$ cat config.mk
export PLATFORM = sky130hd
export DESIGN_NAME = fetch_stage_flat
export DESIGN_NICKNAME = d
export VERILOG_FILES = /design/src/rtl/fetch_stage_if.sv /design/src/rtl/fetch_stage.sv /design/src/flat_wrapper.sv
export SDC_FILE = /design/constraint.sdc
export NUM_CORES = 2
export LEC_CHECK = 0
export BUFFER_PORTS_ARGS = -buffer_cell sky130_fd_sc_hd__buf_2
export CORE_MARGIN = 8
export CORE_UTILIZATION = 33
export CTS_CLUSTER_SIZE = 14
export DETAILED_ROUTE_END_ITERATION = 12
export GPL_ROUTABILITY_DRIVEN = 1
export PLACE_DENSITY_LB_ADDON = 0.3
export SETUP_SLACK_MARGIN = 0.2
export SLEW_MARGIN = 30
export SYNTH_ARGS = -nofsm -noshare
export SYNTH_HDL_FRONTEND = slang
export SYNTH_SLANG_ARGS = --single-unit
$ cat constraint.sdc
create_clock -name clk -period 2.3 [get_ports clk]
set_clock_uncertainty 0.2 [all_clocks]
set_input_delay 0.46 -clock clk [delete_from_list [all_inputs] [get_ports clk]]
set_output_delay 0.46 -clock clk [all_outputs]
set_load 0.01 [all_outputs]
$ cat src/rtl/fetch_stage_if.sv
// Fetch-stage bundle: pipeline control and load port in, PC and IF/ID register out.
// The master side drives control and load signals; the slave side is the fetch stage.
interface fetch_stage_if #(
    parameter int ADDR_W     = 32,
    parameter int DATA_W     = 32,
    parameter int IMEM_DEPTH = 64
);
    localparam int IDX_W = $clog2(IMEM_DEPTH);

    logic              stall_F;
    logic              flush_D;
    logic              pc_src_E;
    logic [ADDR_W-1:0] pc_target_E;
    logic              imem_we;
    logic [IDX_W-1:0]  imem_waddr;
    logic [DATA_W-1:0] imem_wdata;
    logic [ADDR_W-1:0] PC_F;
    logic [DATA_W-1:0] Instr_D;
    logic [ADDR_W-1:0] PC_D;
    logic [ADDR_W-1:0] PC_plus4_D;
    logic              valid_D;

    modport master (
        output stall_F, flush_D, pc_src_E, pc_target_E,
        output imem_we, imem_waddr, imem_wdata,
        input  PC_F, Instr_D, PC_D, PC_plus4_D, valid_D
    );

    modport slave (
        input  stall_F, flush_D, pc_src_E, pc_target_E,
        input  imem_we, imem_waddr, imem_wdata,
        output PC_F, Instr_D, PC_D, PC_plus4_D, valid_D
    );
endinterface

$ cat src/rtl/fetch_stage.sv
// Instruction fetch: PC register, word-addressed imem (combinational read), IF/ID register.
// One-cycle fetch-to-decode latency; stall holds PC and IF/ID, redirect beats stall, flush beats stall.
module fetch_stage #(
    parameter int              ADDR_W     = 32,
    parameter int              DATA_W     = 32,
    parameter int              IMEM_DEPTH = 64,
    parameter logic [ADDR_W-1:0] RESET_PC  = '0,
    parameter logic [DATA_W-1:0] NOP_INSTR = '0
) (
    input  logic          clk,
    input  logic          rst,
    fetch_stage_if.slave  bus
);
    localparam int IDX_W = $clog2(IMEM_DEPTH);

    logic [DATA_W-1:0] r_imem [IMEM_DEPTH];
    logic [ADDR_W-1:0] r_pc;
    logic [DATA_W-1:0] r_instr_d;
    logic [ADDR_W-1:0] r_pc_d;
    logic [ADDR_W-1:0] r_pc_plus4_d;
    logic              r_valid_d;

    logic [IDX_W-1:0]  w_idx;
    logic [DATA_W-1:0] w_instr_f;
    logic [ADDR_W-1:0] w_pc_plus4;
    logic [ADDR_W-1:0] w_pc_next;

    // Byte offset is dropped and the word index wraps modulo the memory depth.
    assign w_idx      = IDX_W'(r_pc >> 2);
    assign w_instr_f  = r_imem[w_idx];
    assign w_pc_plus4 = r_pc + ADDR_W'(4);

    always_comb begin
        w_pc_next = r_pc;
        if (bus.pc_src_E) begin
            w_pc_next = bus.pc_target_E & ~ADDR_W'(3);
        end else if (!bus.stall_F) begin
            w_pc_next = w_pc_plus4;
        end
    end

    // Load port is outside reset so memory can be preloaded while reset is held.
    always_ff @(posedge clk) begin
        if (bus.imem_we) begin
            r_imem[bus.imem_waddr] <= bus.imem_wdata;
        end
    end

    always_ff @(posedge clk or negedge rst) begin
        if (!rst) begin
            r_pc <= RESET_PC;
        end else begin
            r_pc <= w_pc_next;
        end
    end

    always_ff @(posedge clk or negedge rst) begin
        if (!rst) begin
            r_instr_d    <= NOP_INSTR;
            r_pc_d       <= '0;
            r_pc_plus4_d <= '0;
            r_valid_d    <= 1'b0;
        end else if (bus.flush_D) begin
            r_instr_d    <= NOP_INSTR;
            r_pc_d       <= '0;
            r_pc_plus4_d <= '0;
            r_valid_d    <= 1'b0;
        end else if (!bus.stall_F) begin
            r_instr_d    <= w_instr_f;
            r_pc_d       <= r_pc;
            r_pc_plus4_d <= w_pc_plus4;
            r_valid_d    <= 1'b1;
        end
    end

    assign bus.PC_F       = r_pc;
    assign bus.Instr_D    = r_instr_d;
    assign bus.PC_D       = r_pc_d;
    assign bus.PC_plus4_D = r_pc_plus4_d;
    assign bus.valid_D    = r_valid_d;
endmodule

$ cat src/flat_wrapper.sv
// flat-port wrapper written by rule: the top's interface ports become plain ports
module fetch_stage_flat 
#(
    parameter int              ADDR_W     = 32,
    parameter int              DATA_W     = 32,
    parameter int              IMEM_DEPTH = 64,
    parameter logic [ADDR_W-1:0] RESET_PC  = '0,
    parameter logic [DATA_W-1:0] NOP_INSTR = '0
)
  (clk, rst, bus_stall_F, bus_flush_D, bus_pc_src_E, bus_pc_target_E, bus_imem_we, bus_imem_waddr, bus_imem_wdata, bus_PC_F, bus_Instr_D, bus_PC_D, bus_PC_plus4_D, bus_valid_D);
  fetch_stage_if #(.ADDR_W(ADDR_W), .DATA_W(DATA_W), .IMEM_DEPTH(IMEM_DEPTH)) bus_i ();
  input  logic clk;
  input  logic rst;
  input wire logic [$bits(bus_i.stall_F)-1:0] bus_stall_F;
  input wire logic [$bits(bus_i.flush_D)-1:0] bus_flush_D;
  input wire logic [$bits(bus_i.pc_src_E)-1:0] bus_pc_src_E;
  input wire logic [$bits(bus_i.pc_target_E)-1:0] bus_pc_target_E;
  input wire logic [$bits(bus_i.imem_we)-1:0] bus_imem_we;
  input wire logic [$bits(bus_i.imem_waddr)-1:0] bus_imem_waddr;
  input wire logic [$bits(bus_i.imem_wdata)-1:0] bus_imem_wdata;
  output wire logic [$bits(bus_i.PC_F)-1:0] bus_PC_F;
  output wire logic [$bits(bus_i.Instr_D)-1:0] bus_Instr_D;
  output wire logic [$bits(bus_i.PC_D)-1:0] bus_PC_D;
  output wire logic [$bits(bus_i.PC_plus4_D)-1:0] bus_PC_plus4_D;
  output wire logic [$bits(bus_i.valid_D)-1:0] bus_valid_D;
  assign bus_i.stall_F = bus_stall_F;
  assign bus_i.flush_D = bus_flush_D;
  assign bus_i.pc_src_E = bus_pc_src_E;
  assign bus_i.pc_target_E = bus_pc_target_E;
  assign bus_i.imem_we = bus_imem_we;
  assign bus_i.imem_waddr = bus_imem_waddr;
  assign bus_i.imem_wdata = bus_imem_wdata;
  assign bus_PC_F = bus_i.PC_F;
  assign bus_Instr_D = bus_i.Instr_D;
  assign bus_PC_D = bus_i.PC_D;
  assign bus_PC_plus4_D = bus_i.PC_plus4_D;
  assign bus_valid_D = bus_i.valid_D;
  fetch_stage #(.ADDR_W(ADDR_W), .DATA_W(DATA_W), .IMEM_DEPTH(IMEM_DEPTH), .RESET_PC(RESET_PC), .NOP_INSTR(NOP_INSTR)) u_core (.clk(clk), .rst(rst), .bus(bus_i));
endmodule
-- Word level (Yosys, flattened, before mapping)
Memories as Yosys holds them, arrays and structs flattened.
Cells that the tools add are included.
- equal/unequal tests: 2
- $add $sub $neg: 1
- mux-type cells: 11
- operators with widths (operator ; number):
    32-bit two-way mux ; 7
    32-bit by 3-bit adder with 32-bit output, second input constant ; 1
    1-bit two-way mux ; 4
    2-bit by 1-bit != test with 1-bit output, second input constant ; 2
- logic and storage cells: 20
- memories: 1
- output and inout bits: 129
- register bits: 129
- RAM bits: 2048
- memories (memory ; depth ; width ; read ports ; clocked after Yosys merged registers in ; wr ports ; line ; text):
    u_core.r_imem ; 64 ; 32 ; 1 ; 0 ; 1 ; fetch_stage.sv:16 ; logic [DATA_W-1:0] r_imem [IMEM_DEPTH];

-- Depth between registers and ports, before layout
- depth in word-level cells: 3
- gate-level depth with buffers: 11
- depth with buffers taken out: 5

-- Worst setup path after synthesis
OpenSTA, ideal clock, no wires.
- path type: in2reg
- start point: input bus_imem_waddr[3]
- end point: memory u_core.r_imem[48][0] (enable)
- library setup time: 0.461 ns
- data required time: 1.639 ns
- setup slack: -1.545 ns
- data arrival time: 3.184 ns
- buffers on the path: 1
- stages on the path: 4
- cell sequence: clkbuf_1 nor2b_1 nand4b_1 nor3_1
- RTL lines (what ; line ; text):
    from (decl) ; flat_wrapper.sv:19 ; input wire logic [$bits(bus_i.imem_waddr)-1:0] bus_imem_waddr;
    to (decl) ; fetch_stage.sv:16 ;
Straight into the memory's write port.

-- Worst setup path after layout
- start point: register u_core.r_pc[2], in the netlist u_core.bus.PC_F[2]
- end point: register u_core.r_instr_d[22], in the netlist u_core.bus.Instr_D[22]
- longest elaborated chain between the ends: 3
- ends and longest elaborated chain (what ; line ; text):
    from (decl) ; fetch_stage.sv:17 ; logic [ADDR_W-1:0] r_pc;
    from (signal assigned) ; fetch_stage.sv:53 ; r_pc <= w_pc_next;
    memory read 64 x 32 bit ; - ;
    32-bit two-way mux ; fetch_stage.sv:68 ; end else if (!bus.stall_F) begin
    32-bit two-way mux ; fetch_stage.sv:63 ; end else if (bus.flush_D) begin
    to (signal assigned) ; fetch_stage.sv:69 ; r_instr_d <= w_instr_f;
    to (decl) ; fetch_stage.sv:18 ; logic [DATA_W-1:0] r_instr_d;
Every way passes these cells. The select of a mux whose other input is x is not followed.
A chain may end at the register's enable or synchronous reset.

==> Flow_metrics.wiki <==
{| class="wikitable"
! Metric !! Value
|-
| Chain of cells forming the critical path || buf_12, buf_12, buf_16, mux4_2, mux2i_2, buf_4, o211a_4, nor4_4, buf_12, o41a_1
|-
| Distinct cells, synth || 69
|-
| Num CTS Buffers || 217
|-
| Max_slew headroom || 34.3%
|-
| Antenna violations before repair || 22
|-
| Vias post-DR || 47,022
|-
| Area of the placeable core || 254,000 um^2
|-
| Worst min path class || input pin to flip-flop
|-
| Share of layout cells above drive strength 1 || 39.2%
|-
| Routed vias/inst || 5.33
|-
| Time the final worst path needs with I/O delays and setup || 2920 ps
|-
| Highest net fanout along the worst path || 6
|-
| Area share of xor/xnor cells in the synthesized design || 0.529%
|-
| Worst setup path class || flip-flop to flip-flop
|-
| Pin count of the biggest net entering global routing || 68
|-
| Part of the cycle the worst path needs || 127%
|-
| Horizontal die dimension || 522 um
|-
| Placed Instances || 8,119
|-
| Compound-Gate Fraction of Synth Area || 3.70%
|-
| Overflow left after global routing || 0
|-
| Final design instance area without fill || 109,000 um^2
|-
| Total clock sinks || 2,172
|-
| Post-route non-filler standard cell count || 8,828
|-
| Leakage power figure || 0.0366 uW
|-
| Post-synthesis cell type with the largest combined area || edfxtp_1
|-
| Clock Pin Slew Worst Setup and Hold Paths || 60 ps
|-
| CTS tree || done
|-
| DR WL/cell || 29.5 um
|-
| Final Hold Violating Endpoints || 0
|-
| Arrival @ worst endpoint || 3440 ps
|-
| Startpoint of the lowest-slack register-to-register path || u_core.bus.PC_F[2]$_DFFE_PN0N_
|-
| Register-to-Register Path Depth || 10
|-
| Startpoint of the worst setup timing path || u_core.bus.PC_F[2]$_DFFE_PN0N_
|-
| Share of synthesized registers carrying an async set or reset || 5.71%
|-
| Synth Area in Simple Gates || 3.07%
|-
| VDD IR max || 0.813 mV
|-
| Max Buffers Root-to-Sink || 3
|-
| Total GRT Usage || 18.5%
|-
| Main combinational cell family by area after synthesis || multiplexers
|-
| #FFs+latches synth || 2,172
|-
| Violations in the final reports || setup timing
|-
| DIE HEIGHT || 522 um
|-
| Total of endpoints with negative setup slack in the final report || 75
|-
| FMAX || 0.342 GHz
|-
| Total number of nets in the final design || 5,343
|-
| Starting Density || 33.2%
|-
| Sequential element share of the synthesized area || 76.5%
|-
| Setup_tns || -23,330 ps
|-
| Area of the mapped netlist || 84,400 um^2
|-
| Worst-Margin Slew || 985 ps
|-
| Iteration-0 DRC Markers || 4,948
|-
| Number of input and output port buffers inserted || 200
|-
| Number of flops mapped to enable cells by yosys || 2,048
|-
| Synth Flop Type || edfxtp_1
|-
| Deepest level of the CTS H-tree || 4
|-
| Area Overhead vs Synth || 29.1%
|-
| Cell area after placement || 95,800 um^2
|-
| Number of max-slew violations in the final report || 0
|-
| Final Total Pwr || 91,100 uW
|-
| CTS root buffer || clkbuf_16
|-
| Final WL || 261 mm
|-
| Share of synthesized cell area in full adder, half adder and majority cells || 0.0148%
|-
| Startpoint of the tightest hold check path || bus_stall_F
|-
| Hold Path Stages || 4
|-
| First-pass DRT Iterations || 5
|-
| Cell count after synthesis || 4,220
|-
| Most area-consuming cells after synthesis || edfxtp_1, mux4_2, dfrtp_1
|-
| Number of warnings reported in the yosys synthesis log || 0
|-
| Clk_lat worst skew || 850 ps
|-
| Half-perimeter wire length of the detailed placement result || 160 mm
|-
| Required time of the critical path || 2820 ps
|-
| Proportion of netlist area held by the largest area contributor || 72.8%
|-
| Worst setup EP type || flip-flop
|-
| Mux share of post-synthesis cell area || 14.4%
|-
| Vias in the first global route || 47,179
|-
| Global placement routability congestion || 0.811
|-
| Longest individual stage delay on the worst path || 540 ps
|-
| Max-cap viol count || 0
|-
| Unrepaired setup endpoints after global routing || yes
|-
| Status || finished, violations left
|-
| Row cnt || 185
|-
| Detailed-route DRC error count || 0
|-
| Ports placed on the boundary || 205
|-
| Die Area || 272,000 um^2
|-
| Critical Path Most Common Cell || buf_12
|-
| Per-instance average area after synthesis || 20.0 um^2
|-
| Worst Slack Setup Final || -623 ps
|-
| Number of nets with antenna violations after detailed routing || 0
|-
| Power density cells || 836 nW/um^2
|-
| Share of the core filled with cells in the final layout || 42.8%
|-
| Slowest-stage cell, CP || dfrtp_4
|-
| Kind of start point of the critical path || flip-flop
|-
| Wire length of the first global-routing pass || 363 mm
|}
cell usage after synthesis (54+ instances only):
| master | instances |
|---|---|
| edfxtp_1 | 2048 |
| nand3_1 | 56 |
| a21oi_1 | 71 |
| mux4_2 | 392 |
| buf_2 | 93 |
| mux2i_1 | 275 |
| clkbuf_1 | 94 |
| dfrtp_1 | 124 |
| nand2_1 | 130 |
| a22oi_1 | 83 |
| nor2_1 | 168 |
| o21ai_0 | 54 |
power by group:
group,internal (uW),switching [uW],leakage [uW]
logic,5960,6410,0.0132
registers,43700,325,0.0200
clock network,19600,15100,0.00343
total,69300,21800,0.0366
critical path, delay by kind of cell, from the launching register on:
kind / cells / cell delay [ps]
AO/OA/AOI/OAI: 2 / 610
buffers and inverters: 5 / 730
multiplexers: 2 / 620
AND/OR/NAND/NOR: 1 / 80
flip-flops: 1 / 540
path summary, 6_finish.rpt:
| path | to | slack [ps] |
|---|---|---|
| max reg2reg | u_core.bus.Instr_D[22]$_DFFE_PN0P_ | -620 |
| min in group asynchronous | u_core.bus.PC_plus4_D[1]$_DFFE_PN0P_ | 570 |
| min | u_core.bus.PC_F[20]$_DFFE_PN0N_ | 40 |
| min reg2reg | u_core.bus.PC_D[15]$_DFFE_PN0P_ | 320 |
| max in group asynchronous | u_core.bus.Instr_D[11]$_DFFE_PN0P_ | 1030 |
| max | u_core.bus.Instr_D[22]$_DFFE_PN0P_ | -620 |
cells in the final DEF (no fill, tap or decap), drive strengths merged, types with 9 or more instances in the layout:
master	n
o31a	16
dlygate4sd3	67
o211a	9
nor4	19
o221ai	10
mux2	52
clkinv	86
edfxtp	2048
bufinv	12
nand2b	9
dfrtp	124
and3	13
nor2	168
a21oi	71
a221oi	44
o22ai	48
nand4	26
a22oi	83
inv	40
nor2b	37
a31oi	9
mux2i	275
clkbuf	300
nand3	58
a22o	15
xnor2	37
a211oi	43
xor2	14
nor3	32
buf	1016
nand2	131
o21ai	54
mux4	392
area by class of cell:
class	instances	area (um^2)
Fill cell	21812	145000
Sequential cell	2172	64600
Multi-Input combinational cell	1754	20600
Timing Repair Buffer	1091	12400
Clock buffer	294	5990
Tap cell	3366	4210
Clock inverter	113	985
Inverter	30	116
Antenna cell	8	20.0
kinds of logic after synthesis:
family	count (synthesis)
buffers and inverters	295
AND/OR/NAND/NOR	539
flip-flops	2172
XOR/XNOR	51
multiplexers	719
AO/OA/AOI/OAI	442
other	1
adder cells (fa/ha/maj)	1
stage by stage:
stage	worst slack (ps)	hold WS [ps]
4_1_cts	-614	5.37
6_report	-623	40.1
2_1_floorplan	-272	-35.6
3_5_place_dp	-932	225
3_3_place_gp	-1890	223
5_1_grt	-673	32.3
sequential cells by signal, indices dropped and copies added, names as in the netlist:
name / count
u_core.bus.PC_D: 30
u_core.bus.Instr_D: 32
u_core.bus.valid_D: 1
u_core.r_imem: 2048
u_core.bus.PC_F: 30
u_core.bus.PC_plus4_D: 31
routing by layer:
metal	global-route usage (%)	up-vias	wire length [um]
met2	30.7	1839	126000
met3	3.01	315	18500
met4	4.06	4	5920
met5	0	-	14
li1	-	19520	-
met1	25.8	25344	111000
timing repair:
item | CTS | global route
hold buffers | 67 | 1
gates resized for setup | 515 | 114
buffers inserted | 141 | 57
hold endpoints to repair | 1272 | 46
endpoints found under the setup margin | 191 | 189
pin swaps | 109 | 70
gates cloned | 22 | 6
No activity file was read; power rests on OpenSTA's default activity.
